==> config.mk <==
export PLATFORM = sky130hd
export DESIGN_NAME = factor_sequencer
export DESIGN_NICKNAME = d
export VERILOG_FILES = /design/src/rtl/factor_sequencer.sv
export SDC_FILE = /design/constraint.sdc
export NUM_CORES = 1
export LEC_CHECK = 0
export CAP_MARGIN = 25
export CORE_MARGIN = 4
export CORE_UTILIZATION = 30
export CTS_CLUSTER_SIZE = 14
export DETAILED_ROUTE_END_ITERATION = 8
export SETUP_SLACK_MARGIN = 0.5
export SLEW_MARGIN = 20
export SYNTH_ARGS = -nofsm -noshare
export SYNTH_HDL_FRONTEND = slang
export SYNTH_SLANG_ARGS = --single-unit
==> constraint.sdc <==
create_clock -name clk -period 4.3 [get_ports clk]
set_clock_uncertainty 0.15 [all_clocks]
set_input_delay 1.29 -clock clk [delete_from_list [all_inputs] [get_ports clk]]
set_output_delay 1.29 -clock clk [all_outputs]
set_load 0.02 [all_outputs]
==> src/rtl/factor_sequencer.sv <==
// Sequencer around the factorizer: latches a number, waits for the factor
// vector to settle, then presents each proper divisor in 2..15 for HOLD cycles.
module factor_sequencer #(
    parameter int unsigned SETTLE = 3,
    parameter int unsigned HOLD   = 4
) (
    input  logic        clk,
    input  logic        reset,
    input  logic        start,
    input  logic [7:0]  number_in,
    input  logic [13:0] factors,
    output logic [7:0]  number_out,
    output logic        busy,
    output logic        factor_valid,
    output logic [3:0]  factor_value,
    output logic [3:0]  count,
    output logic        is_prime,
    output logic        done
);

    typedef enum logic [2:0] {
        S_IDLE   = 3'd0,
        S_SETTLE = 3'd1,
        S_SCAN   = 3'd2,
        S_SHOW   = 3'd3,
        S_DONE   = 3'd4
    } state_t;

    state_t      state;
    state_t      state_next;

    logic [13:0] mask;
    logic [13:0] mask_capture;
    logic [3:0]  idx;
    logic [3:0]  settle_cnt;
    logic [7:0]  hold_cnt;

    logic        settle_last;
    logic        hold_last;
    logic        bit_set;
    logic        idx_last;
    logic        enter_done;

    assign settle_last = (settle_cnt == 4'(SETTLE - 1));
    assign hold_last   = (hold_cnt == 8'(HOLD - 1));
    assign bit_set     = mask[idx];
    assign idx_last    = (idx == 4'd13);

    // Keep only divisors strictly below the number; drops n itself and clears 0 and 1.
    always_comb begin
        mask_capture = '0;
        for (int k = 0; k < 14; k++) begin
            mask_capture[k] = factors[k] && ((9'(k) + 9'd2) < {1'b0, number_out});
        end
    end

    always_ff @(posedge clk) begin
        if (reset) begin
            state <= S_IDLE;
        end else begin
            state <= state_next;
        end
    end

    always_comb begin
        state_next = state;
        busy       = 1'b0;
        done       = 1'b0;
        enter_done = 1'b0;
        case (state)
            S_IDLE: begin
                if (start) begin
                    state_next = S_SETTLE;
                end
            end
            S_SETTLE: begin
                busy = 1'b1;
                if (settle_last) begin
                    state_next = S_SCAN;
                end
            end
            S_SCAN: begin
                busy = 1'b1;
                if (bit_set) begin
                    state_next = S_SHOW;
                end else if (idx_last) begin
                    state_next = S_DONE;
                    enter_done = 1'b1;
                end
            end
            S_SHOW: begin
                busy = 1'b1;
                if (hold_last) begin
                    if (idx_last) begin
                        state_next = S_DONE;
                        enter_done = 1'b1;
                    end else begin
                        state_next = S_SCAN;
                    end
                end
            end
            S_DONE: begin
                busy       = 1'b1;
                done       = 1'b1;
                state_next = S_IDLE;
            end
            default: begin
                state_next = S_IDLE;
            end
        endcase
    end

    always_ff @(posedge clk) begin
        if (reset) begin
            number_out   <= '0;
            count        <= '0;
            is_prime     <= 1'b0;
            factor_valid <= 1'b0;
            factor_value <= '0;
            mask         <= '0;
            idx          <= '0;
            settle_cnt   <= '0;
            hold_cnt     <= '0;
        end else begin
            // is_prime is resolved on the way into DONE so it is already valid while done is high.
            if (enter_done) begin
                is_prime <= (number_out >= 8'd2) && (count == 4'd0);
            end
            case (state)
                S_IDLE: begin
                    if (start) begin
                        number_out <= number_in;
                        count      <= '0;
                        is_prime   <= 1'b0;
                        settle_cnt <= '0;
                    end
                end
                S_SETTLE: begin
                    settle_cnt <= settle_cnt + 4'd1;
                    if (settle_last) begin
                        mask <= mask_capture;
                        idx  <= '0;
                    end
                end
                S_SCAN: begin
                    if (bit_set) begin
                        factor_value <= idx + 4'd2;
                        factor_valid <= 1'b1;
                        count        <= count + 4'd1;
                        hold_cnt     <= '0;
                    end else if (!idx_last) begin
                        idx <= idx + 4'd1;
                    end
                end
                S_SHOW: begin
                    hold_cnt <= hold_cnt + 8'd1;
                    if (hold_last) begin
                        factor_valid <= 1'b0;
                        factor_value <= '0;
                        if (!idx_last) begin
                            idx <= idx + 4'd1;
                        end
                    end
                end
                default: begin
                end
            endcase
        end
    end

endmodule

# After elaboration in Yosys (flattened, before gate mapping)

Cells that the tools add are included.

Word-level logic and storage cells: 109
Output and inout bits: 20
Memories: 0
Input port bits: 25
RAM bits: 0
Latch bits: 0
Memory bits (read-only): 0
Bits in registers: 51

Equality and inequality tests: 13
Multiply operators: 0
$lt $le $gt $ge: 16
Div/mod/pow operators: 0
Bitwise operators: 0
Reductions and logical operators: 30
Shift-type cells: 0
Mux-type cells: 35
Add/subtract/negate cells: 5

Operator list:

| operator            | count |
|---|---|
| $lt 4x8->1 const A  | 8 |
| $lt 3x8->1 const A  | 4 |
| $mux 4              | 8 |
| $pmux 4 s2          | 3 |
| $mux 3              | 6 |
| $lt 2x8->1 const A  | 2 |
| $pmux 8 s2          | 1 |
| $logic_and 1x1->1   | 15 |
| $add 4x1->4 const B | 3 |
| $pmux 3 s4          | 1 |
| $pmux 4 s3          | 1 |
| $mux 1              | 11 |
| $ne 2x2->1 const B  | 5 |
| $add 8x1->8 const B | 1 |
| $eq 8x2->1 const B  | 1 |
| $ge 8x2->1 const B  | 1 |
| $mux 8              | 1 |
| $reduce_and 2->1    | 4 |
| $reduce_and 4->1    | 2 |
| $eq 3x2->1 const B  | 2 |
| $reduce_and 3->1    | 2 |
| $reduce_bool 2->1   | 3 |
| $lt 4x5->1 const B  | 1 |
| $add 4x2->4 const B | 1 |
| other kinds (11)    | 12 |

# Logic depth before layout (Yosys ltp)

Depth after elaboration: 7
Mapped depth: 7
Depth with buffers taken out: 7

# Worst setup path after synthesis

No wires, ideal clock.

Path kind: input port to flip-flop
From: input reset
To: register factor_valid
Stages on the path: 4
Required time: 4016 ps
Buffers on the path: 3
Slack: 1795 ps
Arrival: 2222 ps
Setup time: 134 ps
Path through: clkbuf_1 clkbuf_1 clkbuf_1 a21oi_1

RTL lines:

| item                 | RTL line | RTL |
|---|---|---|
| from (decl)          | 8        | `input logic reset,` |
| to (signal assigned) | 118      | `factor_valid <= 1'b0;` |
| to (signal assigned) | 148      | `factor_valid <= 1'b1;` |
| to (signal assigned) | 158      | `factor_valid <= 1'b0;` |
| to (decl)            | 14       | `output logic factor_valid,` |

No word-level cell between the ends.

# Worst setup path after layout

From: register state[0]
To: output busy

Cells in the longest elaborated chain, start to end: 3
Elaborated cells between the ends (all ways): 6
Classes of those cells: eq/ne (4); mux (1); reduce/logical (1)

Ends and longest elaborated chain:

| item                                     | RTL line | RTL |
|---|---|---|
| from (decl)                              | 29       | `state_t state;` |
| from (signal assigned)                   | 61       | `state <= state_next;` |
| $eq 3x2->1, or another cell as far along | 70       | `case (state)` |
| $reduce_or 4->1 (no line) *              | --       |  |
| $mux 1 *                                 | 70       |  |
| to (decl)                                | 13       | `output logic busy,` |

Mark *: on every way between the ends. The rest lies on a longest branch, timed or not.

==> results.yml <==
outcome:
  outcome: "finished clean"
synth:
  synth_edf_count: 0
  yosys_warnings: 0
  syn-num-nets: 335
  async_reset_ff_share_pct: 0
  synth-seq-area-share_pct: 39.9
  yosysTopAreaCell: "dfxtp_1"
  synth_area_leaders: "dfxtp_1 (40%), nand2_1 (7.0%), a21oi_1 (6.7%)"
  synth_cell_types: 53
  synth_ff_type: "dfxtp_1"
  synth.top_cell.area_share_pct: 39.9
  synth.cell_area_um2: 2560
  syn_avg_cell_area_um2: 8.46
  synth-seq-cells: 51
  synth_cells: 302
detailed_routing:
  wl_met1_um: 2870
  drc: 0
  drt_iter0_markers: 81
  wl_per_cell_um: 14.2
  antenna_left: 0
  post_drt_via_cell_ratio: 5.21
  wl_um: 6310
  dr.pass1.iters: 4
  top_layer_used: "met4"
  met2_length_um: 3280
  route.met3.wl_um: 112
  via_count: 2319
min_path:
  hp-start: "mask[0]"
  holdPathEnd: "mask[0]"
  hold_class: "reg2reg"
  min_path_cells: 2
setup_path:
  crit_required_ps: 2860
  start_kind: "register"
  cp-end-kind: "primary output"
  rrSetupSlack_ps: 1430
  slowest_delay_ps: 620
  critPathArrivalTime_ps: 1830
  worstPathMaxFanout: 13
  crit_chain: "nor2_1 -> xnor2_1 -> clkdlybuf4s50_1"
  cp_top_family: "buffers and inverters"
  r2r-end: "hold_cnt[4]"
  crit_type: "reg2out"
  r2r_start: "idx[0]"
  crit_buf_inv: 1
  reg2reg_depth: 5
  crit_slowest_cell: "clkdlybuf4s50_1"
cts:
  numCtsBuffers: 5
  hold_buffers: 0
  cts_tree: "yes"
  cts_resized: 0
  clock-sinks: 51
  post-cts-setup-buffer-count: 0
  cts.clk_slew.worst_paths_ps: 100
  cts_buffer_depth: 2
  clk_latency_ps: 300
  root_buffer: "clkbuf_8"
  ctsHtreeMaxLevel: 2
placement:
  dp_hpwl_um: 4760
  dp_slack_ps: 1160
  port_buffers: 44
  finalWeightedCongestion: 0.834
pwr:
  p_seq_share_pct: 52.1
  power.density_nw_per_um2: 319
  cellInternalPower_mw: 0.695
  max-vdd-ir-drop_mv: 0.116
  p_comb_share_pct: 20.4
  p_sw_mw: 0.313
  p_leak_nw: 1.10
  switching_share_pct: 31.1
  p_clk_share_pct: 27.5
global_route:
  grt_first_pass_wirelength_um: 10600
  grt_pass1_vias: 2267
  grt_usage_pct: 12.9
  antenna_found_initial: 0
  gr-total-overflow: 0
  grt_start_max_net_pins: 23
sta:
  slew_viol_final: 0
  rsz0062_at_grt: "false"
  finalCritPeriodShare_pct: 76.1
  setup_violations: 0
  fmax_mhz: 306
  period_needed_ps: 3270
  timing.setup.tns_ps: 0
  worst_slew_pin_slew_ps: 760
  finalHoldViolCount: 0
  slew_headroom_pct: 49.3
  layout_setup_ws_ps: 1030
layout:
  layout_common_cells: "dfxtp_1 (51), nand2_1 (48), clkdlybuf4s50_1 (44)"
  area_growth_pct: 23.6
  diodes: 0
  final_common_cell: "dfxtp_1"
  nets: 372
  nFillCells: 856
  final_layout_size_suffix_gt1_share_pct: 8.24
die:
  die_w_um: 100
  placementRows: 33
  core_area_um2: 8260
  die_h_um: 100
  initial_core_util_pct: 31.0
  ios: 45
  design.die.area_um2: 10100
flow_run:
  maxCapViolCount: 0
==> synthesized netlist by cell type (all sizes together), types with 4 or more instances <==
cell type,n
dfxtp,51
nor3,7
nand2,48
o211ai,4
a32o,4
nor2,29
mux2i,4
clkbuf,12
inv,7
o21ai,8
or4,6
buf,5
ha,8
nand3,17
o311ai,4
or3,4
nand4,4
a21oi,37
and3,4
==> final cells by class <==
cell class	instances	area, µm²	share of cell area, %
Timing Repair Buffer	47	463	14.7
Multi-Input combinational cell	227	1430	45.2
Tap cell	105	131	4.16
Sequential cell	51	1020	32.3
Clock inverter	3	20.0	0.634
Inverter	7	26.3	0.832
Clock buffer	5	68.8	2.18
==> metal layers <==
layer  up-vias  track usage (%)
li1       1168                -
met1      1122             15.8
met2        25             23.1
met3         4             2.08
met4         0             3.52
met5         -                0
==> worst max path at each step <==
stage | start | to | slack [ps] | cells after the start
final | state[0] | busy | 1030 | 3
after global routing | state[0] | busy | 920 | 3
after CTS | state[0] | busy | 1010 | 3
after detailed placement | reset | factor_value[3] | 1160 | 3
after global placement | reset | factor_value[3] | 1230 | 3
after floorplan | reset | factor_valid | 1790 | 4
==> metrics by stage <==
| stage | instances | power (mW) | utilization, % | hold slack [ps] | instance area [µm²] |
|---|---|---|---|---|---|
| after floorplan | 302 | 0.666 | - | 277 | 2560 |
| after global placement | 437 | 0.741 | 37.2 | 287 | 3070 |
| after detailed placement | 437 | 0.743 | 37.2 | 294 | 3070 |
| after CTS | 445 | 1.02 | 38.3 | 305 | 3160 |
| after global routing | 445 | 1.07 | 38.3 | 316 | 3160 |
| final | 445 | 1.01 | 38.3 | 304 | 3160 |
==> power by group through the flow <==
stage | Combinational (mW) | Sequential (mW) | Clock, mW
2_1_floorplan | 0.140 | 0.526 | 0
3_3_place_gp | 0.205 | 0.536 | 0
3_5_place_dp | 0.206 | 0.537 | 0
4_1_cts | 0.207 | 0.526 | 0.287
5_1_grt | 0.231 | 0.531 | 0.304
6_report | 0.205 | 0.525 | 0.278
==> sequential cells by signal, indices dropped and copies added (netlist names), 3 cells and up <==
signal,flops
count,4
factor_value,4
hold_cnt,8
idx,4
mask,14
number_out,8
settle_cnt,4
state,3
==> cells by family after synthesis <==
logic type / Yosys count / synth area share (%)
mux: 8 / 4.94
buf+inv: 24 / 4.41
fa+ha+maj: 8 / 3.92
compound gates: 76 / 20.7
flops: 51 / 39.9
simple gates: 132 / 25.1
xor+xnor: 3 / 1.03
==> worst register-to-register path: stages, from the launching register on <==
cell and delay (ps):
dfxtp_1 590, mux4_2 610, a221oi_4 320, a2111o_1 570, nand2_1 200, a311oi_1 310
Note: power is estimated with default switching activity, not from simulation.
